`src/rtl/rgb_hue_sequencer_pkg.sv`:
```
// Shared types and defaults for the mp2 RGB hue sequencer.
// Phase encoding is also the value driven on the phase output.
package mp2_pkg;

  localparam int CLK_HZ_DEF      = 12_000_000;
  localparam int PWM_BITS_DEF    = 8;
  localparam int STEP_CYCLES_DEF = 7812;

  typedef enum logic [2:0] {
    P0 = 3'd0,
    P1 = 3'd1,
    P2 = 3'd2,
    P3 = 3'd3,
    P4 = 3'd4,
    P5 = 3'd5
  } hue_phase_t;

endpackage

```
`src/rtl/rgb_hue_sequencer_pwm_channel.sv`:
```
// One PWM channel: shadow duty register reloaded at the counter wrap,
// followed by a registered active-low compare so the pin never glitches.
module pwm_channel #(
  parameter int                  PWM_BITS = 8,
  parameter logic [PWM_BITS-1:0] DUTY_RST = '0
) (
  input  logic                clk,
  input  logic                rst_n,
  input  logic [PWM_BITS-1:0] pwm_cnt,
  input  logic [PWM_BITS-1:0] duty_in,
  input  logic                load,
  output logic                led_n
);

  logic [PWM_BITS-1:0] r_shadow;
  logic                r_led_n;

  // The compare uses the pre-load shadow; on the load cycle pwm_cnt is MAX,
  // so the outgoing duty can never turn the LED on there anyway.
  always_ff @(posedge clk or negedge rst_n) begin
    if (!rst_n) begin
      r_shadow <= DUTY_RST;
      r_led_n  <= 1'b1;
    end else begin
      if (load) begin
        r_shadow <= duty_in;
      end
      r_led_n <= ~(pwm_cnt < r_shadow);
    end
  end

  assign led_n = r_led_n;

endmodule

```
`src/rtl/rgb_hue_sequencer.sv`:
```
// Six-phase RGB colour wheel: prescaler, level counter, hue FSM and
// free-running PWM counter feeding three glitch-free active-low channels.
//
// state | meaning
// P0    | R hold,  G rising
// P1    | G hold,  R falling
// P2    | G hold,  B rising
// P3    | B hold,  G falling
// P4    | B hold,  R rising
// P5    | R hold,  B falling (wrap to P0 pulses wheel_done)
module rgb_hue_sequencer
  import mp2_pkg::*;
#(
  parameter int CLK_HZ      = CLK_HZ_DEF,
  parameter int PWM_BITS    = PWM_BITS_DEF,
  parameter int STEP_CYCLES = STEP_CYCLES_DEF
) (
  input  logic       clk,
  input  logic       rst_n,
  input  logic       en,
  output logic       RGB_R,
  output logic       RGB_G,
  output logic       RGB_B,
  output logic [2:0] phase,
  output logic       wheel_done
);

  localparam logic [PWM_BITS-1:0] MAX      = {PWM_BITS{1'b1}};
  localparam int                  PRE_W    = (STEP_CYCLES > 1) ? $clog2(STEP_CYCLES) : 1;
  localparam logic [PRE_W-1:0]    PRE_LAST = PRE_W'(STEP_CYCLES - 1);

  if (CLK_HZ <= 0) begin : g_bad_clk_hz
    $error("rgb_hue_sequencer: CLK_HZ must be positive");
  end

  logic [PRE_W-1:0]    r_pre;
  logic [PWM_BITS-1:0] r_level;
  logic [PWM_BITS-1:0] r_pwm_cnt;
  hue_phase_t          r_phase;
  logic                r_wheel_done;

  hue_phase_t          w_phase_nxt;
  logic                w_wheel_done_nxt;
  logic                w_tick;
  logic                w_level_wrap;
  logic                w_load;
  logic [PWM_BITS-1:0] w_rise;
  logic [PWM_BITS-1:0] w_fall;
  logic [PWM_BITS-1:0] w_duty_r;
  logic [PWM_BITS-1:0] w_duty_g;
  logic [PWM_BITS-1:0] w_duty_b;

  assign w_tick       = en && (r_pre == PRE_LAST);
  assign w_level_wrap = w_tick && (r_level == MAX);
  assign w_load       = (r_pwm_cnt == MAX);
  assign w_rise       = r_level;
  assign w_fall       = MAX - r_level;

  // pwm_cnt is never gated so the LEDs keep their colour while en is low.
  always_ff @(posedge clk or negedge rst_n) begin
    if (!rst_n) begin
      r_pre     <= '0;
      r_level   <= '0;
      r_pwm_cnt <= '0;
    end else begin
      r_pwm_cnt <= r_pwm_cnt + 1'b1;
      if (en) begin
        r_pre <= w_tick ? '0 : r_pre + 1'b1;
      end
      if (w_tick) begin
        r_level <= r_level + 1'b1;
      end
    end
  end

  always_ff @(posedge clk or negedge rst_n) begin
    if (!rst_n) begin
      r_phase      <= P0;
      r_wheel_done <= 1'b0;
    end else begin
      r_phase      <= w_phase_nxt;
      r_wheel_done <= w_wheel_done_nxt;
    end
  end

  always_comb begin
    w_phase_nxt      = r_phase;
    w_wheel_done_nxt = 1'b0;
    w_duty_r         = '0;
    w_duty_g         = '0;
    w_duty_b         = '0;
    case (r_phase)
      P0: begin
        w_duty_r = MAX;
        w_duty_g = w_rise;
        if (w_level_wrap) w_phase_nxt = P1;
      end
      P1: begin
        w_duty_r = w_fall;
        w_duty_g = MAX;
        if (w_level_wrap) w_phase_nxt = P2;
      end
      P2: begin
        w_duty_g = MAX;
        w_duty_b = w_rise;
        if (w_level_wrap) w_phase_nxt = P3;
      end
      P3: begin
        w_duty_g = w_fall;
        w_duty_b = MAX;
        if (w_level_wrap) w_phase_nxt = P4;
      end
      P4: begin
        w_duty_r = w_rise;
        w_duty_b = MAX;
        if (w_level_wrap) w_phase_nxt = P5;
      end
      P5: begin
        w_duty_r = MAX;
        w_duty_b = w_fall;
        if (w_level_wrap) begin
          w_phase_nxt      = P0;
          w_wheel_done_nxt = 1'b1;
        end
      end
      default: w_phase_nxt = P0;
    endcase
  end

  pwm_channel #(.PWM_BITS(PWM_BITS), .DUTY_RST(MAX)) u_pwm_r (
    .clk     (clk),
    .rst_n   (rst_n),
    .pwm_cnt (r_pwm_cnt),
    .duty_in (w_duty_r),
    .load    (w_load),
    .led_n   (RGB_R)
  );

  pwm_channel #(.PWM_BITS(PWM_BITS), .DUTY_RST('0)) u_pwm_g (
    .clk     (clk),
    .rst_n   (rst_n),
    .pwm_cnt (r_pwm_cnt),
    .duty_in (w_duty_g),
    .load    (w_load),
    .led_n   (RGB_G)
  );

  pwm_channel #(.PWM_BITS(PWM_BITS), .DUTY_RST('0)) u_pwm_b (
    .clk     (clk),
    .rst_n   (rst_n),
    .pwm_cnt (r_pwm_cnt),
    .duty_in (w_duty_b),
    .load    (w_load),
    .led_n   (RGB_B)
  );

  assign phase      = r_phase;
  assign wheel_done = r_wheel_done;

endmodule

```
`config.mk`:
```
export PLATFORM = sky130hd
export DESIGN_NAME = rgb_hue_sequencer
export DESIGN_NICKNAME = d
export VERILOG_FILES = /design/src/rtl/rgb_hue_sequencer_pkg.sv /design/src/rtl/rgb_hue_sequencer_pwm_channel.sv /design/src/rtl/rgb_hue_sequencer.sv
export SDC_FILE = /design/constraint.sdc
export NUM_CORES = 1
export LEC_CHECK = 0
export ABC_CLOCK_PERIOD_IN_PS = 4300
export BUFFER_PORTS_ARGS = -buffer_cell sky130_fd_sc_hd__buf_2
export CORE_MARGIN = 5
export CORE_UTILIZATION = 49
export CTS_BUF_LIST = sky130_fd_sc_hd__clkbuf_8
export CTS_CLUSTER_DIAMETER = 100
export DETAILED_ROUTE_END_ITERATION = 8
export PLACE_DENSITY = 0.65
export SYNTH_ARGS = -nofsm -noshare
export SYNTH_HDL_FRONTEND = slang
export SYNTH_HIERARCHICAL = 1
export SYNTH_SLANG_ARGS = --single-unit
```
`constraint.sdc`:
```
create_clock -name clk -period 4.3 [get_ports clk]
set_clock_uncertainty 0.2 [all_clocks]
set_input_delay 0.215 -clock clk [delete_from_list [all_inputs] [get_ports clk]]
set_output_delay 0.215 -clock clk [all_outputs]
set_load 0.05 [all_outputs]
```
==> impl_metrics.json, run 1 <==
{
  "cts_sinks": 60,
  "clkLatencyLatePin_ns": 0.34,
  "drt_first_pass_iters": 8,
  "cts-htree-levels": 3,
  "areaGrowthSynthToFinish_pct": 8.28,
  "antenna_found_initial": 0,
  "ir_drop_mv": 0.195,
  "ys_async_sr_fraction": 1.00,
  "synth_cells": 356,
  "startpoint_type": "flip-flop",
  "netlist_area_sq_um": 3400,
  "yosysWarnings": 6,
  "wl_per_cell_microns": 15.1,
  "start_util": 0.503,
  "syn_avg_cell_area_sq_um": 9.55,
  "min_path_cells": 1,
  "rows": 30,
  "holdWs_ns": 0.288,
  "min_period_ns": 2.22,
  "gr-usage-all-layers": 0.173,
  "grt_max_degree": 61,
  "yosysTopAreaCell": "dfrtp_1",
  "ios": 10,
  "vias": 2409,
  "rsz0062_at_grt": "false",
  "worstPathRequired_ns": 4.30,
  "crit_path_end_kind": "flip-flop",
  "wl_met3_microns": 198,
  "setup_viol": 0,
  "nNetsFinal": 383,
  "tightest_slew_ns": 0.884,
  "met1Wirelength_microns": 3210,
  "finalCritPeriodShare": 0.517,
  "finalMaxSlewViolations": 0,
  "place.port_buffers": 9,
  "n_antenna_cell": 0,
  "core_sq_um": 6760,
  "ys_seq_elements": 60,
  "synth_ff_type": "dfrtp_1",
  "min_path_type": "reg -> reg",
  "grt_pass1_vias": 2375,
  "drt_iter0_drc": 120,
  "clkTransAtPathRegs_ns": 0.07,
  "power.density_nw_per_um2": 356,
  "cp_data_arrival_time_ns": 2.23,
  "crit_type": "reg -> reg",
  "synth.area.top_cells": "dfrtp_1 (36%), ha_1 (8.8%), dfstp_2 (8.5%)",
  "gp_congestion": 0.808,
  "overflow": 0,
  "final_common_cell": "dfrtp_1",
  "slew_headroom": 0.411,
  "ys_seq_area_frac": 0.446,
  "die_area_sq_um": 8700,
  "die_x_microns": 93.3,
  "maxClockFrequency_mhz": 449,
  "cts_tree": "built",
  "finalHoldViolations": 0,
  "synth_nets": 383,
  "hpwl_microns": 4510,
  "p_leak_uw": 0.00167,
  "stdcell_count": 441,
  "clock-root-buffer": "clkbuf_8",
  "cap_violations": 0,
  "regArea_sq_um": 1520,
  "drive_gt1_frac": 0.141,
  "cts-buffers-inserted": 9,
  "crit_fanout": 16,
  "cts_resized": 0,
  "ys_types": 42,
  "status": "complete, no violations",
  "place_inst": 423,
  "grt_pass1_wl_microns": 11700,
  "synth-edff-count": 0,
  "fillerInstances": 626,
  "vias_per_cell": 5.46,
  "routed.top_layer": "met4",
  "setup_tns_ns": 0,
  "drc_errors": 0,
  "dieHeight_microns": 93.3,
  "multi_input_area_sq_um": 1660,
  "yosys.area.top_type_share": 0.361,
  "mostFrequentLayoutCells": "dfrtp_1 (49), nand2_1 (37), nor2_1 (29)",
  "wirelength_microns": 6660,
  "ant_nets": 0,
  "wl_met2_microns": 3150,
  "clockBufferDepth": 2,
  "reg2reg_depth": 5
}
## power breakdown
part	leakage (uW)	switching [uW]	internal [uW]	total [uW]
logic	0.000775	51.1	35.9	87.0
clock network	0.000122	223	372	595
registers	0.000773	35.8	593	629
## area by class of cell
class	instances	area share
multi-input cells	248	0.451
flip-flops and latches	60	0.412
repair buffers	13	0.0218
clock buffers	12	0.0449
inverters	24	0.0245
clock inverters	4	0.0190
well taps	80	0.0272
## sequential cells by signal, summed over array words and instances (netlist names)
register	cells
r_pre	13
u_pwm_g/r_shadow	8
phase	3
u_pwm_r/r_shadow	8
r_pwm_cnt	8
u_pwm_r/led_n	1
r_level	8
u_pwm_g/led_n	1
wheel_done	1
u_pwm_b/r_shadow	8
u_pwm_b/led_n	1
## critical path, cell delays in order (launching register included)
cell     delay, ns
dfrtp_1       0.42
ha_1          0.21
and4_1        0.24
and4_1        0.61
nand3_1       0.24
mux2i_1       0.17
## synthesized netlist by cell type, types with 3 or more instances
master and number:
buf_2 4, nor4_1 3, o221ai_1 3, nor3_1 11
or3_1 4, dfrtp_1 49, nand2_1 37, mux2_2 4
a211o_2 3, clkbuf_1 14, nand3_1 7, a211oi_1 16
and4_1 5, xor2_1 6, and2_1 8, o22ai_1 9
nand4_1 7, o21ai_0 23, nand2b_1 6, xnor2_1 16
nor2_1 29, inv_1 24, ha_1 24, a21oi_1 6
dfstp_2 11, a31oi_1 3, and3_1 5
## worst paths after layout
kind                          start  slack (ns)      endpoint
max                        r_pre[0]        2.08      phase[2]
min                        r_pre[8]        0.29      r_pre[8]
max reg2reg                r_pre[0]        2.08      phase[2]
min reg2reg                r_pre[8]        0.29      r_pre[8]
max in group asynchronous     rst_n        3.04    wheel_done
min in group asynchronous     rst_n        0.36  r_pwm_cnt[4]
## stage by stage
| step | cell area, sq um | total power, uW | utilization | setup WS, ns |
|---|---|---|---|---|
| after global placement | 3430 | 718 | 0.507 | 2.11 |
| after detailed placement | 3430 | 726 | 0.507 | 2.08 |
| after CTS | 3680 | 1330 | 0.545 | 2.07 |
| after floorplan | 3400 | 693 | - | 2.29 |
| final | 3680 | 1310 | 0.545 | 2.08 |
| after global routing | 3680 | 1380 | 0.545 | 1.90 |
## per-layer routing
layer | up-vias | global-route usage
li1 | 1233 | -
met1 | 1135 | 0.240
met2 | 31 | 0.264
met3 | 10 | 0.0410
met4 | 0 | 0.0623
met5 | - | 0
## cells by family (layout without fill, tap and decap cells)
logic type / after synthesis / count (layout) / synth area share
buf+inv: 48 / 53 / 0.0659
mux: 6 / 6 / 0.0191
fa+ha+maj: 24 / 24 / 0.0883
xor+xnor: 23 / 23 / 0.0615
simple gates: 130 / 130 / 0.198
compound gates: 65 / 65 / 0.121
flops: 60 / 60 / 0.446
## what timing repair did
action / in CTS / in global routing
setup buffers: 0 / 0
hold endpoints to repair: 50 / 0
hold buffers: 2 / 0
Power figures use the tool's default switching activity.
==> run 2, diff against run 1 <==
--- a/config.mk
+++ b/config.mk
@@ -5,7 +5,7 @@
 export SDC_FILE = /design/constraint.sdc
 export NUM_CORES = 1
 export LEC_CHECK = 0
-export ABC_CLOCK_PERIOD_IN_PS = 4300
+export ABC_CLOCK_PERIOD_IN_PS = 2100
 export BUFFER_PORTS_ARGS = -buffer_cell sky130_fd_sc_hd__buf_2
 export CORE_MARGIN = 5
 export CORE_UTILIZATION = 49
==> constraint.sdc (replaced) <==
create_clock -name clk -period 2.1 [get_ports clk]
set_clock_uncertainty 0.2 [all_clocks]
set_input_delay 0.105 -clock clk [delete_from_list [all_inputs] [get_ports clk]]
set_output_delay 0.105 -clock clk [all_outputs]
set_load 0.05 [all_outputs]
==> impl_metrics.json, run 2 (same netlist as run 1, synthesis figures left out) <==
{
  "maxClockFrequency_mhz": 518,
  "cts_tree": "built",
  "cts_sinks": 60,
  "worstPathRequired_ns": 2.15,
  "status": "complete, no violations",
  "grt_max_degree": 28,
  "layout_setup_ws_ns": 0.170,
  "drc_errors": 0,
  "ios": 10,
  "setup_tns_ns": 0,
  "mostFrequentLayoutCells": "dfrtp_1 (49), nand2_1 (37), nor2_1 (29)",
  "p_leak_uw": 0.00173,
  "final_common_cell": "dfrtp_1",
  "place_ws_ns": 0.129,
  "cts-buffers-inserted": 9,
  "finalHoldViolations": 0,
  "wl_per_cell_microns": 15.4,
  "power_uw": 2490,
  "finalMaxSlewViolations": 0,
  "clockBufferDepth": 2,
  "cts-htree-levels": 3,
  "core_sq_um": 6760,
  "clkLatencyLatePin_ns": 0.34,
  "crit_path_end_kind": "flip-flop",
  "finalCritPeriodShare": 0.919,
  "hpwl_microns": 4960,
  "vias": 2524,
  "gp_congestion": 0.777,
  "cap_violations": 0,
  "clkTransAtPathRegs_ns": 0.07,
  "vias_per_cell": 5.51,
  "startpoint_type": "flip-flop",
  "setup_viol": 0,
  "crit_fanout": 13,
  "drt_iter0_drc": 150,
  "crit_type": "reg -> reg",
  "nNetsFinal": 400,
  "place.port_buffers": 9,
  "n_antenna_cell": 0,
  "fin_util": 0.559,
  "rows": 30,
  "clock-root-buffer": "clkbuf_8",
  "drt_first_pass_iters": 4,
  "grt_pass1_vias": 2487,
  "start_util": 0.503,
  "die_area_sq_um": 8700,
  "ant_nets": 0,
  "areaGrowthSynthToFinish_pct": 11.2,
  "largest_register_ffs": 13,
  "ir_drop_mv": 0.483,
  "grt_pass1_wl_microns": 11900,
  "regMostFlops": "r_pre",
  "gr-usage-all-layers": 0.176,
  "die_x_microns": 93.3,
  "tightest_slew_ns": 0.535,
  "cp_data_arrival_time_ns": 1.98,
  "dieHeight_microns": 93.3,
  "overflow": 0,
  "min_path_type": "in -> async",
  "drive_gt1_frac": 0.183,
  "power.density_nw_per_um2": 659,
  "min_period_ns": 1.93,
  "rsz0062_at_grt": "false",
  "wirelength_microns": 7060,
  "antenna_found_initial": 0,
  "slew_headroom": 0.643
}
-- run 2: report_power, final --
part / total [uW] / switching [uW] / leakage, uW / internal, uW
clock network: 1010 / 467 / 0.0000910 / 540
logic: 198 / 110 / 0.000867 / 87.5
registers: 1290 / 70.3 / 0.000773 / 1220
total: 2490 / 648 / 0.00173 / 1840
-- run 2: area by class of cell --
type	count	area (sq um)
clock buffer	9	124
clock inverter	7	67.6
fill	626	2980
inverter	24	90.1
multi-input combinational	248	1660
sequential	60	1520
tap	80	100
timing repair buffer	30	220
-- run 2: routing by layer --
metal / wire (microns) / vias to the layer above / share of wire / global-route usage
met5: 0 / - / 0 / 0
met4: 103 / 0 / 0.015 / 0.0708
met3: 192 / 9 / 0.027 / 0.0322
met2: 3350 / 30 / 0.47 / 0.279
met1: 3410 / 1216 / 0.48 / 0.236
li1: - / 1269 / - / -
-- run 2: critical path: stages, from the launching register on --
cell,delay (ns)
dfrtp_1,0.39
ha_1,0.20
and4_1,0.24
and4_4,0.28
buf_12,0.14
and3_1,0.19
nor3b_2,0.19
-- run 2: path summary, 6_finish.rpt --
path                            cells past startpoint           end  startpoint  slack, ns
worst max-delay path                                6    wheel_done    r_pre[1]       0.17
worst min-delay path                                2  r_pwm_cnt[0]       rst_n       0.05
worst max register to register                      6    wheel_done    r_pre[1]       0.17
worst min register to register                      1      r_pre[8]    r_pre[8]       0.30
max in group asynchronous                           3    r_level[4]       rst_n       0.95
min in group clk                                    1      r_pre[8]    r_pre[8]       0.30
-- run 2: per-stage QoR --
| stage | cell area, sq um | cells | hold WS (ns) |
|---|---|---|---|
| 2_1_floorplan | 3400 | 356 | -0.391 |
| 3_5_place_dp | 3560 | 439 | -0.102 |
| 3_3_place_gp | 3560 | 439 | -0.114 |
| 6_report | 3780 | 458 | 0.0471 |
| 5_1_grt | 3780 | 458 | 0.0819 |
| 4_1_cts | 3770 | 457 | 0.0566 |
-- run 2: repair_timing --
action | in CTS | in global routing
hold buffers | 2 | 0
hold endpoints to repair | 38 | 0
resized for setup | 0 | 2
buffers inserted | 0 | 1
endpoints found under the setup margin | 0 | 2
==> run 3, diff against run 2 <==
--- a/config.mk
+++ b/config.mk
@@ -5,7 +5,7 @@
 export SDC_FILE = /design/constraint.sdc
 export NUM_CORES = 1
 export LEC_CHECK = 0
-export ABC_CLOCK_PERIOD_IN_PS = 2100
+export ABC_CLOCK_PERIOD_IN_PS = 2000
 export BUFFER_PORTS_ARGS = -buffer_cell sky130_fd_sc_hd__buf_2
 export CORE_MARGIN = 5
 export CORE_UTILIZATION = 49
==> constraint.sdc (replaced) <==
create_clock -name clk -period 2 [get_ports clk]
set_clock_uncertainty 0.2 [all_clocks]
set_input_delay 0.1 -clock clk [delete_from_list [all_inputs] [get_ports clk]]
set_output_delay 0.1 -clock clk [all_outputs]
set_load 0.05 [all_outputs]
==> impl_metrics.json, run 3 (same netlist as run 1, synthesis figures left out) <==
{
  "ant_nets": 0,
  "grt_max_degree": 57,
  "grt_util_met3": 0.0330,
  "switchingPower_uw": 654,
  "die_area_sq_um": 8700,
  "clockBufferDepth": 2,
  "mostFrequentLayoutCells": "dfrtp_1 (49), nand2_1 (37), nor2_1 (29)",
  "timing.rr.start": "r_pre[1]",
  "min_period_ns": 1.91,
  "grtUsageMet1": 0.234,
  "rsz0062_at_grt": "false",
  "nNetsFinal": 404,
  "power_frac_clock": 0.431,
  "wl_per_cell_microns": 14.7,
  "clock-root-buffer": "clkbuf_8",
  "regArea_sq_um": 1520,
  "crit_type": "reg -> reg",
  "ios": 10,
  "cts-buffers-inserted": 9,
  "fillerInstances": 610,
  "crit_fanout": 5,
  "overflow": 0,
  "n_antenna_cell": 0,
  "die_x_microns": 93.3,
  "place_ws_ns": 0.0988,
  "p_int_uw": 2100,
  "slew_headroom": 0.659,
  "multi_input_area_sq_um": 1670,
  "cts_tree": "built",
  "ir_drop_mv": 0.392,
  "grt_pass1_vias": 2496,
  "clkLatencyLatePin_ns": 0.33,
  "hpwl_microns": 4810,
  "gp_congestion": 0.748,
  "finalHoldViolations": 0,
  "cts_sinks": 60,
  "vias": 2502,
  "setup_viol": 0,
  "drive_gt1_frac": 0.186,
  "core_sq_um": 6760,
  "power.density_nw_per_um2": 717,
  "cts-htree-levels": 3,
  "areaGrowthSynthToFinish_pct": 13.0,
  "r2r_setup_slack_ns": 0.09,
  "finalCritPeriodShare": 0.953,
  "status": "complete, no violations",
  "drt_iter0_drc": 108,
  "startpoint_type": "flip-flop",
  "crit_path_end_kind": "flip-flop",
  "tightest_slew_ns": 0.510,
  "place.port_buffers": 9,
  "rows": 30,
  "min_path_type": "in -> async",
  "grt_pass1_wl_microns": 11900,
  "finalMaxSlewViolations": 0,
  "p_leak_uw": 0.00178,
  "clkTransAtPathRegs_ns": 0.07,
  "antenna_found_initial": 0,
  "drt_first_pass_iters": 4,
  "drc_errors": 0,
  "busiest_layer": "met2",
  "maxClockFrequency_mhz": 525,
  "cap_violations": 0,
  "final_common_cell": "dfrtp_1",
  "start_util": 0.503,
  "largest_register_ffs": 13,
  "power_frac_comb": 0.083,
  "gr-usage-all-layers": 0.175,
  "setup_tns_ns": 0,
  "rr_endpoint": "r_pre[0]",
  "share_seq_of_total_power": 0.486,
  "reg2reg_depth": 6,
  "layout_setup_ws_ns": 0.0946,
  "p_sw_frac": 0.237,
  "grt_use_met2": 0.280,
  "dieHeight_microns": 93.3,
  "worstPathRequired_ns": 2.02,
  "wirelength_microns": 6770,
  "regMostFlops": "r_pre",
  "vias_per_cell": 5.42,
  "cp_data_arrival_time_ns": 1.92
}
==> run 3: cell count changes in the layout (fill, tap and decap cells not counted), sizes merged <==
cell,previous run,this run
clkbuf,9,10
clkinvlp,3,1
buf,28,31
inv,24,26
bufinv,1,2
clkinv,3,1
dlygate4sd3,2,3
==> run 3: how the worst max path moves through the flow <==
stage               startpoint             endpoint  slack (ns)  cells past startpoint
floorplan             phase[1]  u_pwm_b/r_shadow[0]        0.06                      5
global placement      r_pre[1]             r_pre[0]        0.15                      6
detailed placement    r_pre[1]             r_pre[0]         0.1                      6
CTS                   r_pre[1]             r_pre[0]        0.07                      6
global route          r_pre[1]             r_pre[0]        0.01                      6
finish                r_pre[1]             r_pre[0]        0.09                      6
==> run 3: layer usage <==
layer,up-vias,part of all wire
met5,-,0
met4,0,0.012
met3,7,0.024
met2,27,0.46
met1,1188,0.50
li1,1280,-
==> run 3: layout make-up <==
class | instances | area share
clock buffer | 10 | 0.0358
sequential | 60 | 0.394
timing repair buffer | 34 | 0.0658
multi-input combinational | 248 | 0.434
tap | 80 | 0.0261
inverter | 24 | 0.0234
clock inverter | 6 | 0.0208
==> run 3: through the flow <==
step | area [sq um] | utilization | std cells | total power [uW] | hold WS [ns]
floorplan | 3400 | - | 356 | 1490 | -0.396
global placement | 3590 | 0.531 | 443 | 1580 | -0.270
detailed placement | 3590 | 0.531 | 443 | 1590 | -0.271
CTS | 3840 | 0.568 | 462 | 2790 | 0.0671
global route | 3840 | 0.569 | 462 | 2890 | 0.0776
finish | 3840 | 0.569 | 462 | 2760 | 0.0789
==> run 3: power groups by stage <==
stage | clock [uW] | combinational, uW | sequential [uW]
6_report | 1190 | 230 | 1340
5_1_grt | 1280 | 264 | 1350
4_1_cts | 1220 | 233 | 1340
3_5_place_dp | 0 | 231 | 1360
3_3_place_gp | 0 | 218 | 1360
2_1_floorplan | 0 | 133 | 1360
==> run 3: timing repair <==
action	CTS	global route
hold endpoints to repair	64	0
hold buffers	3	0
resized for setup	0	3
setup buffers	0	0
setup endpoints to repair	0	14
==> run 3: worst max-delay path, stage by stage (launching register included) <==
cell and delay, ns:
dfrtp_1 0.39, ha_1 0.22, and4_1 0.24, and4_2 0.30
buf_4 0.15, nor2_1 0.04, mux2_2 0.26
